### config.mk
export PLATFORM = sky130hd
export DESIGN_NAME = ir_nec_decoder
export DESIGN_NICKNAME = d
export VERILOG_FILES = /design/src/rtl/ir_nec_decoder.sv
export SDC_FILE = /design/constraint.sdc
export NUM_CORES = 1
export LEC_CHECK = 0
export BUFFER_PORTS_ARGS = -buffer_cell sky130_fd_sc_hd__buf_2
export CAP_MARGIN = 20
export CORE_MARGIN = 2
export CORE_UTILIZATION = 45
export CTS_CLUSTER_DIAMETER = 80
export DETAILED_ROUTE_END_ITERATION = 7
export GPL_ROUTABILITY_DRIVEN = 1
export PLACE_DENSITY_LB_ADDON = 0.05
export SYNTH_ARGS = -nofsm -noshare
export SYNTH_HDL_FRONTEND = slang
export SYNTH_SLANG_ARGS = --single-unit
### constraint.sdc
create_clock -name clk_in -period 2.15 [get_ports clk_in]
set_input_delay 0.215 -clock clk_in [delete_from_list [all_inputs] [get_ports clk_in]]
set_output_delay 0.215 -clock clk_in [all_outputs]
set_load 0.05 [all_outputs]
### src/rtl/ir_nec_decoder.sv
// rtl/ir_nec_decoder.sv - NEC infrared frame decoder on a 62.5 us tick
// Measures mark/space widths between edges of the synchronized burst signal.
`timescale 1ns/1ps
module ir_nec_decoder #(
  parameter int TIMEOUT = 200
) (
  input  logic        clk_in,
  input  logic        reset,
  input  logic        ir_in,
  output logic [15:0] addr_out,
  output logic [7:0]  cmd_out,
  output logic        valid,
  output logic        repeat_pulse,
  output logic        error
);

  typedef enum logic [2:0] {
    IDLE, LEAD_MARK, LEAD_SPACE, BIT_MARK, BIT_SPACE, REP_MARK
  } state_t;

  localparam logic [7:0] TIMEOUT_W = 8'(TIMEOUT);

  logic        sync1, sync2, mark_d;
  logic        mark, mark_edge, timeout;
  logic [7:0]  width;
  state_t      state;
  logic [4:0]  bit_cnt;
  logic [31:0] shreg, next_shreg;
  logic        have_frame;
  logic        is_zero, is_one;

  function automatic logic in_rng(input logic [7:0] w, input logic [7:0] lo,
                                  input logic [7:0] hi);
    return (w >= lo) && (w <= hi);
  endfunction

  assign mark       = ~sync2;
  assign mark_edge  = mark ^ mark_d;
  assign timeout    = (width == TIMEOUT_W) && !mark_edge;
  assign is_zero    = in_rng(width, 8'd6, 8'd12);
  assign is_one     = in_rng(width, 8'd22, 8'd32);
  assign next_shreg = {is_one, shreg[31:1]};

  // Width counter restarts on every edge so its value at the next edge is the
  // length of the level that just ended.
  always_ff @(posedge clk_in or negedge reset) begin
    if (!reset) begin
      sync1  <= 1'b1;
      sync2  <= 1'b1;
      mark_d <= 1'b0;
      width  <= 8'd0;
    end else begin
      sync1  <= ir_in;
      sync2  <= sync1;
      mark_d <= mark;
      if (mark_edge)
        width <= 8'd1;
      else if (width != 8'hFF)
        width <= width + 8'd1;
    end
  end

  always_ff @(posedge clk_in or negedge reset) begin
    if (!reset) begin
      state        <= IDLE;
      bit_cnt      <= 5'd0;
      shreg        <= 32'd0;
      have_frame   <= 1'b0;
      addr_out     <= 16'd0;
      cmd_out      <= 8'd0;
      valid        <= 1'b0;
      repeat_pulse <= 1'b0;
      error        <= 1'b0;
    end else begin
      valid        <= 1'b0;
      repeat_pulse <= 1'b0;
      error        <= 1'b0;
      if (state != IDLE && timeout) begin
        error <= 1'b1;
        state <= IDLE;
      end else if (mark_edge) begin
        case (state)
          IDLE: if (mark) state <= LEAD_MARK;
          LEAD_MARK: begin
            if (in_rng(width, 8'd128, 8'd160)) begin
              state <= LEAD_SPACE;
            end else begin
              error <= 1'b1;
              state <= IDLE;
            end
          end
          LEAD_SPACE: begin
            if (in_rng(width, 8'd64, 8'd80)) begin
              state   <= BIT_MARK;
              bit_cnt <= 5'd0;
            end else if (in_rng(width, 8'd28, 8'd44)) begin
              state <= REP_MARK;
            end else begin
              error <= 1'b1;
              state <= IDLE;
            end
          end
          BIT_MARK: begin
            if (in_rng(width, 8'd6, 8'd12)) begin
              state <= BIT_SPACE;
            end else begin
              error <= 1'b1;
              state <= IDLE;
            end
          end
          BIT_SPACE: begin
            if (is_zero || is_one) begin
              shreg <= next_shreg;
              if (bit_cnt == 5'd31) begin
                // The stop burst's rising edge lands here, so it cannot open a frame.
                state <= IDLE;
                if (next_shreg[31:24] == ~next_shreg[23:16]) begin
                  valid      <= 1'b1;
                  addr_out   <= next_shreg[15:0];
                  cmd_out    <= next_shreg[23:16];
                  have_frame <= 1'b1;
                end else begin
                  error <= 1'b1;
                end
              end else begin
                bit_cnt <= bit_cnt + 5'd1;
                state   <= BIT_MARK;
              end
            end else begin
              error <= 1'b1;
              state <= IDLE;
            end
          end
          REP_MARK: begin
            if (in_rng(width, 8'd6, 8'd12) && have_frame)
              repeat_pulse <= 1'b1;
            else
              error <= 1'b1;
            state <= IDLE;
          end
          default: state <= IDLE;
        endcase
      end
    end
  end

endmodule

==> results of run 1 <==
[state kept, by name (all words and copies together), names as in the netlist]
| name | count |
|---|---|
| shreg | 31 |
| addr_out | 16 |
| cmd_out | 8 |
| width | 8 |
| bit_cnt | 5 |
| state | 3 |
| error | 1 |
| have_frame | 1 |
| mark_d | 1 |
| repeat_pulse | 1 |
| sync1 | 1 |
| sync2 | 1 |
| valid | 1 |
[cells in the final DEF (no fill, tap or decap), types with 2 or more instances in the layout]
master | netlist | layout
and3_1 | 5 | 3
mux2_2 | 37 | 32
nand4b_1 | 2 | 2
mux2_4 | 19 | 24
a22o_1 | 2 | 2
buf_12 | 2 | 3
nand3_1 | 10 | 10
nor3_2 | 3 | 3
inv_2 | 0 | 2
mux2i_1 | 2 | 2
ha_4 | 0 | 2
o21ai_0 | 9 | 9
clkinvlp_4 | 0 | 2
dfrtp_2 | 0 | 2
nor2_4 | 2 | 2
buf_2 | 8 | 28
nand2_1 | 15 | 15
o31ai_1 | 2 | 2
inv_1 | 5 | 3
and3_4 | 0 | 2
xor2_1 | 3 | 3
bufinv_16 | 0 | 2
dfstp_2 | 2 | 2
o211ai_1 | 2 | 2
inv_6 | 0 | 2
and2_1 | 4 | 5
ha_1 | 5 | 3
xnor2_1 | 10 | 10
a41oi_1 | 3 | 3
clkbuf_8 | 0 | 9
dlygate4sd3_1 | 0 | 2
nor2_1 | 13 | 13
clkbuf_16 | 0 | 3
or3b_2 | 2 | 2
nor3_1 | 6 | 5
buf_4 | 1 | 32
a31oi_1 | 3 | 3
a21oi_1 | 6 | 6
dfrtp_1 | 76 | 74
[final cells by class]
| cell class | count | area (um2) | share of cell area |
|---|---|---|---|
| flip-flops and latches | 78 | 1960 | 0.427 |
| well taps | 105 | 131 | 0.0286 |
| repair buffers | 69 | 551 | 0.120 |
| clock buffers | 9 | 124 | 0.0270 |
| multi-input cells | 189 | 1700 | 0.371 |
| clock inverters | 7 | 104 | 0.0226 |
| inverters | 5 | 18.8 | 0.00409 |
[logic make-up (layout without fill, tap and decap cells)]
logic type | count (synthesis) | in the layout | share of synthesized area
xor gates and xnor gates | 13 | 13 | 0.0307
AOI/OAI and AO/OA | 34 | 34 | 0.0648
buffers and inverters | 20 | 90 | 0.0368
and+or+nand+nor | 79 | 79 | 0.129
muxes | 58 | 58 | 0.195
adders and majority gates | 5 | 5 | 0.0169
DFF | 78 | 78 | 0.527
[worst paths after layout]
path / startpoint / to / slack (ns) / cells after the start
worst max register to register: width[1] / addr_out[15] / -0.11 / 8
worst min-delay path: sync1 / sync2 / 0.37 / 0
min in group asynchronous: reset / repeat_pulse / 0.38 / 2
worst min register to register: sync1 / sync2 / 0.37 / 0
max in group asynchronous: reset / shreg[26] / 1.18 / 3
worst max-delay path: width[1] / addr_out[15] / -0.11 / 8
[layer usage]
metal,global-route usage,vias up,wire [um]
met5,0,-,0
met4,0.0592,0,22
met3,0.0319,2,198
met2,0.277,26,3670
met1,0.227,1234,3320
li1,-,1157,-
[power groups by stage]
stage	clock, W	combinational (W)	sequential (W)
final	0.00125	0.000292	0.00153
after global routing	0.00136	0.000327	0.00153
after CTS	0.00129	0.000283	0.00152
after detailed placement	0	0.000266	0.00155
after global placement	0	0.000266	0.00155
after floorplan	0	0.000141	0.00155
[per-stage QoR]
step                      hold WS (ns)  worst slack [ns]  cell area (um2)  utilization
final                            0.368            -0.113             4590        0.567
after global routing             0.374            -0.189             4590        0.567
after CTS                        0.371           -0.0901             4450        0.550
after detailed placement         0.225            -0.164             4140        0.512
after global placement           0.217            -0.132             4140        0.512
after floorplan                -0.0806           -0.0689             3710            -
[what timing repair did]
item / 4_1_cts / 5_1_grt
setup endpoints to repair: 50 / 58
gates resized for setup: 12 / 14
buffers inserted: 1 / 1
cloned: 0 / 3
pin swaps: 1 / 3
endpoints found under the hold margin: 36 / 0
hold buffers: 2 / 0
[worst reg2reg max path: cells and delay by family (launching register included)]
kind	cells	cell delay (ns)
compound gates	1	0.14
buf+inv	2	0.35
flops	1	0.45
mux	2	0.51
simple gates	3	0.71
==> flow_metrics.env, run 1 <==
export IMPL_status="finished, violations left"
export IMPL_violations="setup timing"
export IMPL_row_count=33
export IMPL_synth_commonest_cells="76 x dfrtp_1, 37 x mux2_2, 19 x mux2_4, 15 x nand2_1, 13 x nor2_1"
export IMPL_stdcell_count=462
export IMPL_grt_pass1_vias=2442
export IMPL_tns_ns=-2.14
export IMPL_port_buffers=29
export IMPL_crit_top_cell="and3_4"
export IMPL_layout_drive_gt1_share=0.465
export IMPL_p_total_w=0.00307
export IMPL_numCtsBuffers=9
export IMPL_coreArea_um2=8090
export IMPL_crit_fanout=8
export IMPL_power_frac_comb=0.095
export IMPL_p_switching_w=0.000780
export IMPL_dr_pass1_iters=4
export IMPL_path_delay_family="simple AND/OR/NAND/NOR gates"
export IMPL_synth_area_per_cell_um2=12.9
export IMPL_crit_path_start_kind="register"
export IMPL_track_usage=0.170
export IMPL_max_stage_delay_ns=0.45
export IMPL_path_buf_inv=2
export IMPL_synth_edf_count=0
export IMPL_worstPathRequired_ns=2.38
export IMPL_synth_area_um2=3710
export IMPL_fin_skew_ns=0.00913
export IMPL_setup_viol=26
export IMPL_ant_nets=0
export IMPL_synth_cell_type_count=53
export IMPL_cts_root_buf="clkbuf_8"
export IMPL_synthCells=287
export IMPL_powerDensity_nw_per_um2=669
export IMPL_maxCapViolCount=0
export IMPL_slowest_stage="dfrtp_2"
export IMPL_drv_slew=0
export IMPL_critPathArrivalTime_ns=2.49
export IMPL_tightest_slew_ns=0.508
export IMPL_clockBufferDepth=2
export IMPL_fin_crit_sh=1.05
export IMPL_seq_power_share=0.498
export IMPL_die_w_um=94.8
export IMPL_critPathKind="register to register"
export IMPL_fill_cells=699
export IMPL_path_cells="buf_4, nor3_4, and3_4, o21a_4, mux2i_1, and3_4, clkbuf_16, mux2_4"
export IMPL_pin_count=30
export IMPL_yosysMostFrequentCell="dfrtp_1"
export IMPL_grt_start_max_net_pins=42
export IMPL_via_per_inst=5.24
export IMPL_routed_wl_um=7210
export IMPL_synth_area_leaders="dfrtp_1 51%, mux2_2 11%, mux2_4 7.7%, xnor2_1 2.4%, ha_1 1.7%"
export IMPL_vias=2419
export IMPL_place_hpwl_um=4890
export IMPL_synthToLayoutAreaGrowth_pct=23.8
export IMPL_antenna_found_initial=0
export IMPL_irDropWorstVdd_uv=306
export IMPL_async_flop_share=1.00
export IMPL_antenna_cells=0
export IMPL_drcViolationCount=0
export IMPL_p_sw_frac=0.254
export IMPL_numClockSinks=78
export IMPL_ys_flop_type="dfrtp_1"
export IMPL_cts_tree="built"
export IMPL_globalRoute_totalOverflow=0
export IMPL_yosysWarnings=0
export IMPL_cts_clk_slew_worst_paths_ns=0.09
export IMPL_power_share_clock=0.407
export IMPL_htreeDepth=3
export IMPL_rsz0062_at_grt="true"
export IMPL_p_leak_nw=2.17
export IMPL_die_h_um=94.8
export IMPL_min_delay_path_class="register to register"
export IMPL_dr_first_iter_drc_count=78
export IMPL_ys_seq_area_frac=0.527
export IMPL_fin_nets=360
export IMPL_synth_top_cell_by_area="dfrtp_1"
export IMPL_placedCellCount=439
export IMPL_max_freq_mhz=442
export IMPL_wl_per_cell_um=15.6
export IMPL_gp_congestion=0.800
export IMPL_clock_latency_ns=0.34
export IMPL_initial_core_util=0.458
export IMPL_min_period_ns=2.26
export IMPL_grt_pass1_wl_um=11900
export IMPL_ys_ff_latch=78
export IMPL_end_kind="register"
export IMPL_layout_setup_ws_ns=-0.113
export IMPL_synth_top_area_share=0.513
export IMPL_hold_viol=0
export IMPL_mappedNetlistNets=295
export IMPL_dieArea_um2=8980
export IMPL_p_int_w=0.00229
export IMPL_max_slew_margin=0.661
No activity file was read; power rests on OpenSTA's default activity.
==> run 2: changes to the inputs <==
Settings changed: ABC_AREA from default to 1, SLEW_MARGIN from default to 30.
Clock period 2.15 ns to 2.3 ns, I/O delays scaled along.
==> run 2 against run 1 <==
Against the previous run: the flow now finishes without violations; clock skew rose by 0.0015 ns; sequential share of layout area is 4.1 points higher; setup slack gained 0.32 ns; clock power fell by 20%; global-route usage increased by 1.5 points; sequential power is 7% lower; non-clock buffer count down 29; critical endpoint is now cmd_out[2].
==> flow_metrics.env, run 2 <==
export IMPL_status="complete, no violations"
export IMPL_fin_nets=486
export IMPL_placedCellCount=570
export IMPL_htreeDepth=3
export IMPL_fin_crit_sh=0.910
export IMPL_cts_clk_slew_worst_paths_ns=0.08
export IMPL_crit_fanout=26
export IMPL_max_slew_margin=0.596
export IMPL_crit_top_cell="nor2_1"
export IMPL_globalRoute_totalOverflow=0
export IMPL_coreArea_um2=8090
export IMPL_tightest_slew_ns=0.606
export IMPL_initial_core_util=0.459
export IMPL_seq_power_share=0.536
export IMPL_synthCells=441
export IMPL_min_period_ns=2.09
export IMPL_p_total_w=0.00267
export IMPL_fin_hold_ws_ns=0.363
export IMPL_maxCapViolCount=0
export IMPL_rsz0062_at_grt="true"
export IMPL_synth_commonest_cells="111 x nand2_1, 76 x dfrtp_1, 69 x nor2_1, 39 x inv_1, 35 x o21ai_0"
export IMPL_p_leak_nw=2.15
export IMPL_utilization=0.517
export IMPL_ys_ff_latch=78
export IMPL_synth_area_per_cell_um2=8.42
export IMPL_dr_pass1_iters=4
export IMPL_crit_path_start_kind="register"
export IMPL_ys_seq_area_frac=0.526
export IMPL_via_per_inst=4.86
export IMPL_layout_drive_gt1_share=0.176
export IMPL_slowest_stage="dfrtp_1"
export IMPL_p_sw_frac=0.261
export IMPL_path_buf_inv=2
export IMPL_ys_flop_type="dfrtp_1"
export IMPL_synth_area_leaders="dfrtp_1 51%, nand2_1 11%, nor2_1 7.0%, o21ai_0 4.7%, inv_1 3.9%"
export IMPL_cts_root_buf="clkbuf_8"
export IMPL_numCtsBuffers=9
export IMPL_setup_viol=0
export IMPL_mappedNetlistNets=449
export IMPL_critPathArrivalTime_ns=2.33
export IMPL_drcViolationCount=0
export IMPL_cts_tree="built"
export IMPL_max_stage_delay_ns=0.41
export IMPL_p_int_w=0.00197
export IMPL_power_share_clock=0.376
export IMPL_pin_count=30
export IMPL_gp_congestion=0.865
export IMPL_power_frac_comb=0.088
export IMPL_synth_top_cell_by_area="dfrtp_1"
export IMPL_end_kind="register"
export IMPL_top_register="shreg"
export IMPL_r2r_cells=10
export IMPL_place_hpwl_um=5130
export IMPL_largest_reg_flops=31
export IMPL_yosysMostFrequentCell="nand2_1"
export IMPL_synth_edf_count=0
export IMPL_yosysWarnings=0
export IMPL_worstPathRequired_ns=2.53
export IMPL_powerDensity_nw_per_um2=637
export IMPL_clockBufferDepth=2
export IMPL_dr_first_iter_drc_count=133
export IMPL_synth_area_um2=3710
export IMPL_die_w_um=94.8
export IMPL_wl_per_cell_um=12.5
export IMPL_antenna_found_initial=0
export IMPL_port_buffers=29
export IMPL_synth_cell_type_count=30
export IMPL_grt_pass1_vias=2828
export IMPL_numClockSinks=78
export IMPL_die_h_um=94.8
export IMPL_path_cells="inv_1, ha_1, nor2_1, nor2_1, nand2_2, nand2_4, nand3_4, buf_4, nor3_1, nor2_1"
export IMPL_vias=2858
export IMPL_track_usage=0.184
export IMPL_ant_nets=0
export IMPL_routed_wl_um=7320
export IMPL_layout_cells_most_common="nand2_1"
export IMPL_max_freq_mhz=478
export IMPL_p_switching_w=0.000695
export IMPL_worstHoldPathCells=0
export IMPL_dieArea_um2=8990
export IMPL_stdcell_count=588
export IMPL_drv_slew=0
export IMPL_hold_viol=0
export IMPL_critPathKind="register to register"
export IMPL_tns_ns=0
export IMPL_async_flop_share=1.00
export IMPL_antenna_cells=0
export IMPL_min_delay_path_class="register to register"
export IMPL_grt_pass1_wl_um=12800
export IMPL_irDropWorstVdd_uv=382
export IMPL_grt_start_max_net_pins=48
export IMPL_final_cell_mix="111 x nand2_1, 76 x dfrtp_1, 69 x nor2_1, 39 x inv_1, 35 x o21ai_0"
export IMPL_fin_skew_ns=0.0107
export IMPL_synthToLayoutAreaGrowth_pct=12.7
export IMPL_clock_latency_ns=0.35
export IMPL_crit_cells=10
export IMPL_path_delay_family="simple AND/OR/NAND/NOR gates"
export IMPL_largestRegisters="shreg: 31 flops, addr_out: 16 flops"
export IMPL_row_count=33
export IMPL_synth_top_area_share=0.512
## run 2: worst reg2reg max path, cell delays in order (launching register included)
cell	delay [ns]
dfrtp_1	0.41
inv_1	0.15
ha_1	0.19
nor2_1	0.06
nor2_1	0.16
nand2_2	0.12
nand2_4	0.10
nand3_4	0.21
buf_4	0.31
nor3_1	0.21
nor2_1	0.07
## run 2: area by class of cell
cell class / instances / area (um2)
clock buffer: 10 / 128
timing repair buffer: 40 / 268
inverter: 46 / 173
multi-input combinational: 303 / 1470
fill: 793 / 3910
tap: 105 / 131
clock inverter: 6 / 61.3
sequential: 78 / 1950
## run 2: path summary, 6_finish.rpt
check	startpoint	end	slack, ns
worst min-delay path	sync1	sync2	0.36
worst max register to register	width[0]	cmd_out[2]	0.21
worst max-delay path	width[0]	cmd_out[2]	0.21
max in group asynchronous	reset	addr_out[9]	1.28
worst min register to register	sync1	sync2	0.36
min in group asynchronous	reset	valid	0.43
## run 2: cells by family after synthesis
| group | count (synthesis) | synth area share |
|---|---|---|
| xor gates and xnor gates | 3 | 0.00910 |
| buffers and inverters | 60 | 0.0782 |
| and+or+nand+nor | 239 | 0.280 |
| AOI/OAI and AO/OA | 56 | 0.0893 |
| DFF | 78 | 0.526 |
| adders and majority gates | 5 | 0.0169 |
## run 2: timing repair
item | CTS | global route
hold endpoints to repair | 45 | 0
hold buffers | 2 | 0
buffers inserted | 0 | 0
resized for setup | 0 | 2
endpoints found under the setup margin | 0 | 29
## run 2: metrics by stage
stage	cell area, um2	setup slack, ns
after floorplan	3710	0.571
after global placement	3970	0.185
after detailed placement	3970	0.115
after CTS	4180	0.102
after global routing	4180	-0.0148
final	4180	0.206
## run 2: routing by layer
| metal | vias to the layer above | track usage | share of wire | wire [um] |
|---|---|---|---|---|
| li1 | 1475 | - | - | - |
| met1 | 1326 | 0.224 | 0.47 | 3420 |
| met2 | 42 | 0.309 | 0.48 | 3530 |
| met3 | 15 | 0.0519 | 0.030 | 222 |
| met4 | 0 | 0.0725 | 0.020 | 149 |
| met5 | - | 0 | 0 | 0 |
## run 2: power groups by stage
stage / clock (W) / sequential, W / combinational, W
final: 0.00100 / 0.00143 / 0.000236
after global routing: 0.00111 / 0.00143 / 0.000275
after CTS: 0.00104 / 0.00143 / 0.000238
after detailed placement: 0 / 0.00145 / 0.000234
after global placement: 0 / 0.00145 / 0.000236
after floorplan: 0 / 0.00147 / 0.000137
==> run 3: changes to the inputs <==
Settings changed: CTS_BUF_LIST from default to sky130_fd_sc_hd__clkbuf_4.
==> run 3 against run 2 <==
Against the previous run: core utilization is 0.65 points lower; critical path depth unchanged; clock skew up 0.011 ns; die area unchanged; via count rose by 0.28%; sequential power is essentially flat; combinational power hardly changed; final cell count unchanged; non-clock buffer count stayed put; power decreased by 7.1%; flip-flop and latch count did not move; global-route usage is 0.25 points lower; critical endpoint is now cmd_out[6].
==> flow_metrics.env, run 3 (synthesized netlist as in run 2, its figures left out) <==
export IMPL_dieArea_um2=8990
export IMPL_antenna_found_initial=0
export IMPL_fin_crit_sh=0.911
export IMPL_largestRegisters="shreg: 31 flops, addr_out: 16 flops"
export IMPL_routed_wl_um=7280
export IMPL_fin_nets=486
export IMPL_coreArea_um2=8090
export IMPL_crit_path_start_kind="register"
export IMPL_max_freq_mhz=477
export IMPL_grt_pass1_vias=2830
export IMPL_crit_fanout=46
export IMPL_die_w_um=94.8
export IMPL_critPathKind="register to register"
export IMPL_grt_pass1_wl_um=12700
export IMPL_drcViolationCount=0
export IMPL_cts_clk_slew_worst_paths_ns=0.12
export IMPL_final_area_um2=4130
export IMPL_synthToLayoutAreaGrowth_pct=11.3
export IMPL_dpl_cell_area_um2=3970
export IMPL_max_slew_margin=0.598
export IMPL_dr_first_iter_drc_count=118
export IMPL_cts_root_buf="clkbuf_4"
export IMPL_clock_latency_ns=0.41
export IMPL_track_usage=0.182
export IMPL_gp_congestion=0.865
export IMPL_min_delay_path_class="input pin to asynchronous set/reset pin"
export IMPL_clockBufferDepth=2
export IMPL_layout_drive_gt1_share=0.178
export IMPL_r2r_cells=10
export IMPL_pin_count=30
export IMPL_port_buffers=29
export IMPL_critPathArrivalTime_ns=2.40
export IMPL_layout_setup_ws_ns=0.205
export IMPL_row_count=33
export IMPL_irDropWorstVdd_uv=357
export IMPL_layout_cells_most_common="nand2_1"
export IMPL_place_hpwl_um=5130
export IMPL_ant_nets=0
export IMPL_wl_per_cell_um=12.4
export IMPL_die_h_um=94.8
export IMPL_fill_cells=797
export IMPL_largest_reg_flops=31
export IMPL_drv_slew=0
export IMPL_initial_core_util=0.459
export IMPL_htreeDepth=3
export IMPL_dr_pass1_iters=4
export IMPL_maxCapViolCount=0
export IMPL_final_cell_mix="111 x nand2_1, 76 x dfrtp_1, 69 x nor2_1, 39 x inv_1, 35 x o21ai_0"
export IMPL_tightest_slew_ns=0.603
export IMPL_p_leak_nw=2.13
export IMPL_cts_tree="built"
export IMPL_numCtsBuffers=9
export IMPL_powerDensity_nw_per_um2=599
export IMPL_setup_viol=0
export IMPL_vias=2866
export IMPL_antenna_cells=0
export IMPL_tns_ns=0
export IMPL_hold_viol=0
export IMPL_numClockSinks=78
export IMPL_top_register="shreg"
export IMPL_worstPathRequired_ns=2.60
export IMPL_status="complete, no violations"
export IMPL_globalRoute_totalOverflow=0
export IMPL_fin_skew_ns=0.0212
export IMPL_grt_start_max_net_pins=48
export IMPL_min_period_ns=2.10
export IMPL_end_kind="register"
export IMPL_place_ws_ns=0.115
export IMPL_rsz0062_at_grt="true"
export IMPL_via_per_inst=4.87
run 3: cell counts in the layout (fill, tap and decap cells not counted):
No cell type changed its count.
run 3: what timing repair did:
item	in CTS	in global routing
hold endpoints to repair	45	0
endpoints found under the setup margin	0	30
hold buffers	2	0
setup buffers	0	0
resized for setup	0	2
run 3: metal layers:
layer / global-route usage / vias up / wire length [um] / share of wire
met2: 0.311 / 47 / 3590 / 0.49
met4: 0.0688 / 0 / 127 / 0.017
met1: 0.221 / 1333 / 3330 / 0.46
met5: 0 / - / 0 / 0
li1: - / 1476 / - / -
met3: 0.0447 / 10 / 236 / 0.032
run 3: metrics by stage:
step           total power, W  std cells  hold slack, ns   util
2_1_floorplan         0.00160        441         -0.0656      -
3_3_place_gp          0.00169        570           0.286  0.490
3_5_place_dp          0.00169        570           0.287  0.490
4_1_cts               0.00252        588           0.363  0.509
5_1_grt               0.00262        588           0.376  0.510
6_report              0.00248        588           0.361  0.510
run 3: final timing paths:
path	slack [ns]	startpoint	endpoint
max in group asynchronous	1.34	reset	shreg[23]
hold reg to reg	0.37	sync1	sync2
setup / recovery	0.20	width[0]	cmd_out[6]
hold / removal	0.36	reset	valid
min in group clk_in	0.37	sync1	sync2
setup reg to reg	0.20	width[0]	cmd_out[6]
run 3: final cells by class:
type                       instances  area [um2]  area share
timing repair buffer              40         268      0.0648
inverter                          46         173      0.0418
tap                              105         131      0.0318
clock inverter                     6        61.3      0.0148
sequential                        78        1950       0.473
multi-input combinational        303        1470       0.355
clock buffer                      10        75.1      0.0182
run 3: worst max-delay path: stages (launching register included):
cell,delay (ns)
dfrtp_1,0.42
inv_1,0.15
ha_1,0.19
nor2_1,0.06
nor2_1,0.16
nand2_2,0.12
nand2_4,0.10
nand3_4,0.21
buf_8,0.28
nor3_1,0.22
nor2_1,0.07
run 3: report_power, final:
part	total [W]	internal (W)	switching, W
sequential	0.00143	0.00140	0.0000272
combinational	0.000235	0.0000713	0.000163
clock	0.000813	0.000342	0.000471
total	0.00248	0.00181	0.000661
